$ cat src/rtl/hack_pkg.sv
// Shared Hack sequential-layer constants and the small decode helper
// used by every RAM level.
package hack_pkg;

   localparam int WORD_W  = 16;
   localparam int RAM8_AW = 3;
   localparam int BANK_AW = 3;

   // One-hot 8-way demultiplex of an enable; a disabled enable yields all
   // zeros regardless of sel, so an unknown sel cannot raise any write strobe.
   function automatic logic [7:0] demux8(input logic en, input logic [2:0] sel);
      logic [7:0] onehot;
      onehot = 8'd0;
      if (en) begin
         onehot[sel] = 1'b1;
      end else begin
         onehot = 8'd0;
      end
      return onehot;
   endfunction

endpackage

$ cat src/rtl/ram8.sv
// Eight-word register file: async-cleared storage, one-hot load demux and
// combinational 8-way read select.
module ram8
   import hack_pkg::*;
#(
   parameter int WIDTH = WORD_W
) (
   input  logic               clk,
   input  logic               rst,
   input  logic [WIDTH-1:0]   in,
   input  logic               load,
   input  logic [RAM8_AW-1:0] address,
   output logic [WIDTH-1:0]   out
);

   logic [WIDTH-1:0] mem_r [8];
   logic [7:0]       load_s;

   // route load to the single addressed word
   always_comb begin
      load_s = demux8(load, address);
   end

   // word storage; reset clears everything and drops any write on that edge
   always_ff @(posedge clk or posedge rst) begin
      if (rst) begin
         for (int i = 0; i < 8; i++) begin
            mem_r[i] <= '0;
         end
      end else begin
         for (int i = 0; i < 8; i++) begin
            if (load_s[i]) begin
               mem_r[i] <= in;
            end
         end
      end
   end

   // zero-latency read; a write is only visible after its edge
   always_comb begin
      case (address)
         3'd0:    out = mem_r[0];
         3'd1:    out = mem_r[1];
         3'd2:    out = mem_r[2];
         3'd3:    out = mem_r[3];
         3'd4:    out = mem_r[4];
         3'd5:    out = mem_r[5];
         3'd6:    out = mem_r[6];
         3'd7:    out = mem_r[7];
         default: out = '0;
      endcase
   end

endmodule

$ cat src/rtl/ram64.sv
// 64-word memory built from eight ram8 banks; address[5:3] picks the bank,
// address[2:0] the word inside it.
module ram64
   import hack_pkg::*;
#(
   parameter int WIDTH = WORD_W
) (
   input  logic                       clk,
   input  logic                       rst,
   input  logic [WIDTH-1:0]           in,
   input  logic                       load,
   input  logic [BANK_AW+RAM8_AW-1:0] address,
   output logic [WIDTH-1:0]           out
);

   logic [7:0]       bank_load_s;
   logic [WIDTH-1:0] bank_out_s [8];

   // steer load to the selected bank only
   always_comb begin
      bank_load_s = demux8(load, address[5:3]);
   end

   for (genvar b = 0; b < 8; b++) begin : g_bank
      ram8 #(
         .WIDTH(WIDTH)
      ) u_ram8 (
         .clk    (clk),
         .rst    (rst),
         .in     (in),
         .load   (bank_load_s[b]),
         .address(address[2:0]),
         .out    (bank_out_s[b])
      );
   end

   // pick the addressed bank's read data
   always_comb begin
      case (address[5:3])
         3'd0:    out = bank_out_s[0];
         3'd1:    out = bank_out_s[1];
         3'd2:    out = bank_out_s[2];
         3'd3:    out = bank_out_s[3];
         3'd4:    out = bank_out_s[4];
         3'd5:    out = bank_out_s[5];
         3'd6:    out = bank_out_s[6];
         3'd7:    out = bank_out_s[7];
         default: out = '0;
      endcase
   end

endmodule

$ cat config.mk
export PLATFORM = sky130hd
export DESIGN_NAME = ram64
export DESIGN_NICKNAME = d
export VERILOG_FILES = /design/src/rtl/hack_pkg.sv /design/src/rtl/ram8.sv /design/src/rtl/ram64.sv
export SDC_FILE = /design/constraint.sdc
export NUM_CORES = 2
export LEC_CHECK = 0
export ABC_AREA = 1
export CELL_PAD_IN_SITES_DETAIL_PLACEMENT = 0
export CELL_PAD_IN_SITES_GLOBAL_PLACEMENT = 2
export CORE_MARGIN = 5
export CORE_UTILIZATION = 40
export CTS_CLUSTER_DIAMETER = 120
export DETAILED_ROUTE_END_ITERATION = 7
export PLACE_DENSITY_LB_ADDON = 0.1
export SLEW_MARGIN = 10
export SYNTH_ARGS = -nofsm -noshare
export SYNTH_HDL_FRONTEND = slang
export SYNTH_HIERARCHICAL = 1
export SYNTH_SLANG_ARGS = --single-unit
$ cat constraint.sdc
create_clock -name clk -period 12.79 [get_ports clk]
set_input_delay 3.837 -clock clk [delete_from_list [all_inputs] [get_ports clk]]
set_output_delay 3.837 -clock clk [all_outputs]
set_load 0.01 [all_outputs]
Word-level counts from Yosys, hierarchy flattened
Index checks and enable logic that the tools add are counted.

Flip-flop bits (word level): 1024. Input bits: 25. Output and inout bits: 16. Logic and storage cells: 108.

Order comparisons: 4. Eq/ne operators: 14. Mux-type cells: 22. Reductions and logical operators: 4.

Operators by type and width (count): 16-bit case mux with 8 select lines (9); 8-bit 2-to-1 mux (9); 3-bit equality test (second input constant) (8); 3-bit by 2-bit equality test with 1-bit output (second input constant) (4); 3-bit by 4-bit less-than comparator with 1-bit output (second input constant) (2); 1-bit demux with 3-bit select (2); 3-bit by 1-bit equality test with 1-bit output (second input constant) (2); 3-bit by 1-bit greater-or-equal comparator with 1-bit output (second input constant) (2); 3-bit zero test (2); 1-bit logical AND (2); 1-bit 2-to-1 mux (2).

Depth between registers and ports, before layout
Word-level depth: 6. Depth in mapped cells: 11. Mapped depth without buffers: 9.

Modules after synthesis
Netlist, hierarchy kept.

Modules (own cells, without submodules): ram8 (g_bank[0].u_ram8 ...) (instances 7, cells each 710, area each 6198.4 µm², sequential area each 3203.1 µm²); ram8 (g_bank[7].u_ram8) (instances 1, cells each 710, area each 6212.2 µm², sequential area each 3203.1 µm²); ram64 (instances 1, cells each 286, area each 1355.0 µm², sequential area each 0.0 µm²).

Worst setup path before layout
No wires, ideal clock.

Path kind: input to output. Start point: input port address[0]. End point: output port out[10]. Data arrival time: 4.963 ns. Data required time: 8.953 ns. Path slack: 3.990 ns. Stages on the path: 9. Path buffers: 2. Cells stage by stage: buf_6 > nor3_4 > buf_2 > nand2_1 > nand3_1 > nand4_1 > nand2_1 > nor2_1 > nand3_1.

RTL lines: start: declaration (RTL line ram64.sv:12) `input logic [BANK_AW+RAM8_AW-1:0] address,`; end: declaration (RTL line ram64.sv:13) `output logic [WIDTH-1:0] out`.

==> flow_metrics.env <==
export IMPL_placeableCoreArea_um2=127000
export IMPL_routedWlPerCell_um=23.3
export IMPL_hold_viol_final=0
export IMPL_viasPerCell=5.51
export IMPL_min_from="g_bank[3].u_ram8/mem_r[115]$_DFFE_PP0P_"
export IMPL_synth_simple_area_share=0.297
export IMPL_crit_path_end="out[5]"
export IMPL_grtUsageMet2=0.387
export IMPL_syn_to_final_growth_pct=7.89
export IMPL_syn_cell_area_um2=51000
export IMPL_maxSlewHeadroom=0.189
export IMPL_wirelength_mm=175
export IMPL_antenna_found_initial=10
export IMPL_post_cts_resized_instances=0
export IMPL_drive_gt1_frac=0.0973
export IMPL_grt_max_degree=102
export IMPL_top_usage_layer="met2"
export IMPL_synth_compound_area_share=0.110
export IMPL_synth_edf_count=0
export IMPL_tritoncts="built"
export IMPL_fmax_mhz=88.6
export IMPL_cts_root_buf="clkbuf_16"
export IMPL_tightest_slew_ps=1210
export IMPL_numClockSinks=1024
export IMPL_reg2reg_depth=2
export IMPL_reg2reg_setup_slack_ps=12070
export IMPL_synth_xor_area_frac=0
export IMPL_r2r_end="g_bank[7].u_ram8/mem_r[35]$_DFFE_PP0P_"
export IMPL_drt_iter0_drc=3685
export IMPL_finalWorstSetupSlack_ps=1500
export IMPL_drc=0
export IMPL_ys_seq_area_frac=0.503
export IMPL_dieArea_um2=135000
export IMPL_grtUsageTotal=0.257
export IMPL_critPathLaunch="address[0]"
export IMPL_place_hpwl_mm=98.7
export IMPL_hp_class="flop to flop"
export IMPL_port_buffers=40
export IMPL_routabilityCongestion=0.792
export IMPL_postRouteAntennaNets=0
export IMPL_largest_reg_flops=1024
export IMPL_synth_top_family_by_area="simple AND/OR/NAND/NOR gates"
export IMPL_yosys_warnings=6
export IMPL_synth_adder_area_share=0
export IMPL_synth_common_cells="nand2_1, dfrtp_1, o21ai_1"
export IMPL_post_cts_buffers=0
export IMPL_syn_avg_cell_area_um2=8.54
export IMPL_skew_ps=0
export IMPL_ys_ff_latch=1024
export IMPL_finalSetupViolCount=0
export IMPL_status="complete, no violations"
export IMPL_setup_worst_path_class="primary input to output pin"
export IMPL_io_pins=41
export IMPL_fin_crit_sh=0.883
export IMPL_die_h_um=367
export IMPL_regMostFlops="g_bank.u_ram8/mem_r"
export IMPL_netlist_area_leader_share=0.503
export IMPL_synth_ff_type="dfrtp_1"
export IMPL_synth_most_common_cell="nand2_1"
export IMPL_clk_path_buf_depth=3
export IMPL_numCtsBuffers=120
export IMPL_grt_pass1_wl_mm=265
export IMPL_cts_hold_buf=0
export IMPL_htree_levels=3
export IMPL_clk_latency_ps=730
export IMPL_syn_nets=5991
export IMPL_tns_ps=0
export IMPL_drv_slew=0
export IMPL_layout_min_cycle_time_ps=11290
export IMPL_drtPass1Iterations=7
export IMPL_syn_inst=5966
export IMPL_async_flop_share=1.00
export IMPL_synthMuxAreaShare=0
export IMPL_synthTopCellsByArea="dfrtp_1, nand2_1, o21ai_1"
export IMPL_die_w_um=367
export IMPL_grt_pass1_vias=39700
export IMPL_crit_path_end_kind="output pin"
export IMPL_ir_worst_vdd_uv=107
export IMPL_maxCapViolations=0
export IMPL_grt_util_met3=0.0485
export IMPL_dr_total_vias=41400
export IMPL_cp_arrival_ps=7460
export IMPL_rr_startpoint="g_bank[7].u_ram8/mem_r[35]$_DFFE_PP0P_"
export IMPL_dp_slack_ps=1540
export IMPL_rsz0062_at_grt="false"
export IMPL_synth_cell_types=26
export IMPL_clk_pin_slew_worst_paths_ps=50
export IMPL_fin_util=0.433
export IMPL_powerDensity_nw_per_um2=156
export IMPL_gr_total_overflow=0
export IMPL_start_util=0.401
export IMPL_critPathRequiredTime_ps=8950
export IMPL_whs_ps=480
export IMPL_top_regs="g_bank.u_ram8/mem_r (1024)"
export IMPL_cp_start_kind="primary input"
export IMPL_crit_fanout=101
export IMPL_leakage_nw=26.2
export IMPL_synth_top_cell_by_area="dfrtp_1"
export IMPL_final_nets=5770
export IMPL_placementRows=131
export IMPL_use_met1=0.378
[final cells by class]
type / count / area (um^2)
well taps: 1662 / 2080
diodes: 2 / 5.00
clock buffers: 178 / 3600
inverters: 308 / 1230
clock inverters: 44 / 571
flip-flops and latches: 1024 / 25600
repair buffers: 119 / 1060
fillers: 13000 / 72000
multi-input cells: 4172 / 20800
[worst max-delay path, cell delays in order]
cell and delay [ps]:
buf_8 680, buf_12 470, buf_4 570, nand4_1 170, nand2_1 100, nor2_1 50
nand3_1 100, nand4_1 230, nand2_1 170, nor2_1 60, nand3_1 280, clkdlybuf4s50_1 600
[placed cells by master (no fill, tap or decap), types with 16 or more instances in the layout]
cell	count
buf_4	73
clkbuf_1	23
clkbuf_16	123
clkbuf_8	32
clkdlybuf4s50_1	29
clkinv_2	28
dfrtp_1	1024
inv_1	274
inv_4	18
nand2_1	1600
nand3_1	421
nand3_2	28
nand4_1	576
nand4_4	32
nor2_1	433
nor2_8	16
o21ai_1	890
o21ai_2	128
[worst min path at each step]
stage | to | slack [ps] | cells past startpoint
after global routing | g_bank[4].u_ram8/mem_r[121]$_DFFE_PP0P_ | 500 | 2
after CTS | g_bank[4].u_ram8/mem_r[115]$_DFFE_PP0P_ | 480 | 2
after detailed placement | g_bank[4].u_ram8/mem_r[115]$_DFFE_PP0P_ | 470 | 2
after floorplan | g_bank[7].u_ram8/mem_r[33]$_DFFE_PP0P_ | 450 | 2
final | g_bank[3].u_ram8/mem_r[115]$_DFFE_PP0P_ | 480 | 2
after global placement | g_bank[4].u_ram8/mem_r[120]$_DFFE_PP0P_ | 460 | 2
[per-stage QoR]
| stage | total power, W | cell area, um^2 | std cells |
|---|---|---|---|
| 3_5_place_dp | 0.00501 | 50800 | 7285 |
| 6_report | 0.00857 | 55000 | 7509 |
| 2_1_floorplan | 0.00467 | 51000 | 5966 |
| 5_1_grt | 0.00898 | 55000 | 7507 |
| 3_3_place_gp | 0.00499 | 50800 | 7285 |
| 4_1_cts | 0.00868 | 55000 | 7507 |
[where the power goes]
| group | leakage, nW | internal [W] | switching (W) | total [W] |
|---|---|---|---|---|
| combinational | 10.4 | 0.000339 | 0.000726 | 0.00107 |
| clock | 2.08 | 0.00219 | 0.00143 | 0.00362 |
| sequential | 13.7 | 0.00366 | 0.000222 | 0.00388 |
[layer usage]
metal	vias up	wire (um)
met5	-	0
met4	0	5360
met3	239	11500
met2	1143	75800
met1	20200	82300
li1	19900	-
[cells by family (layout without fill, tap and decap cells)]
kind of cell,Yosys count,in the layout
buffers and inverters,770,649
other,0,2
flip-flops,1024,1024
AO/OA/AOI/OAI,1024,1024
AND/OR/NAND/NOR,3148,3148
Power figures use the tool's default switching activity.
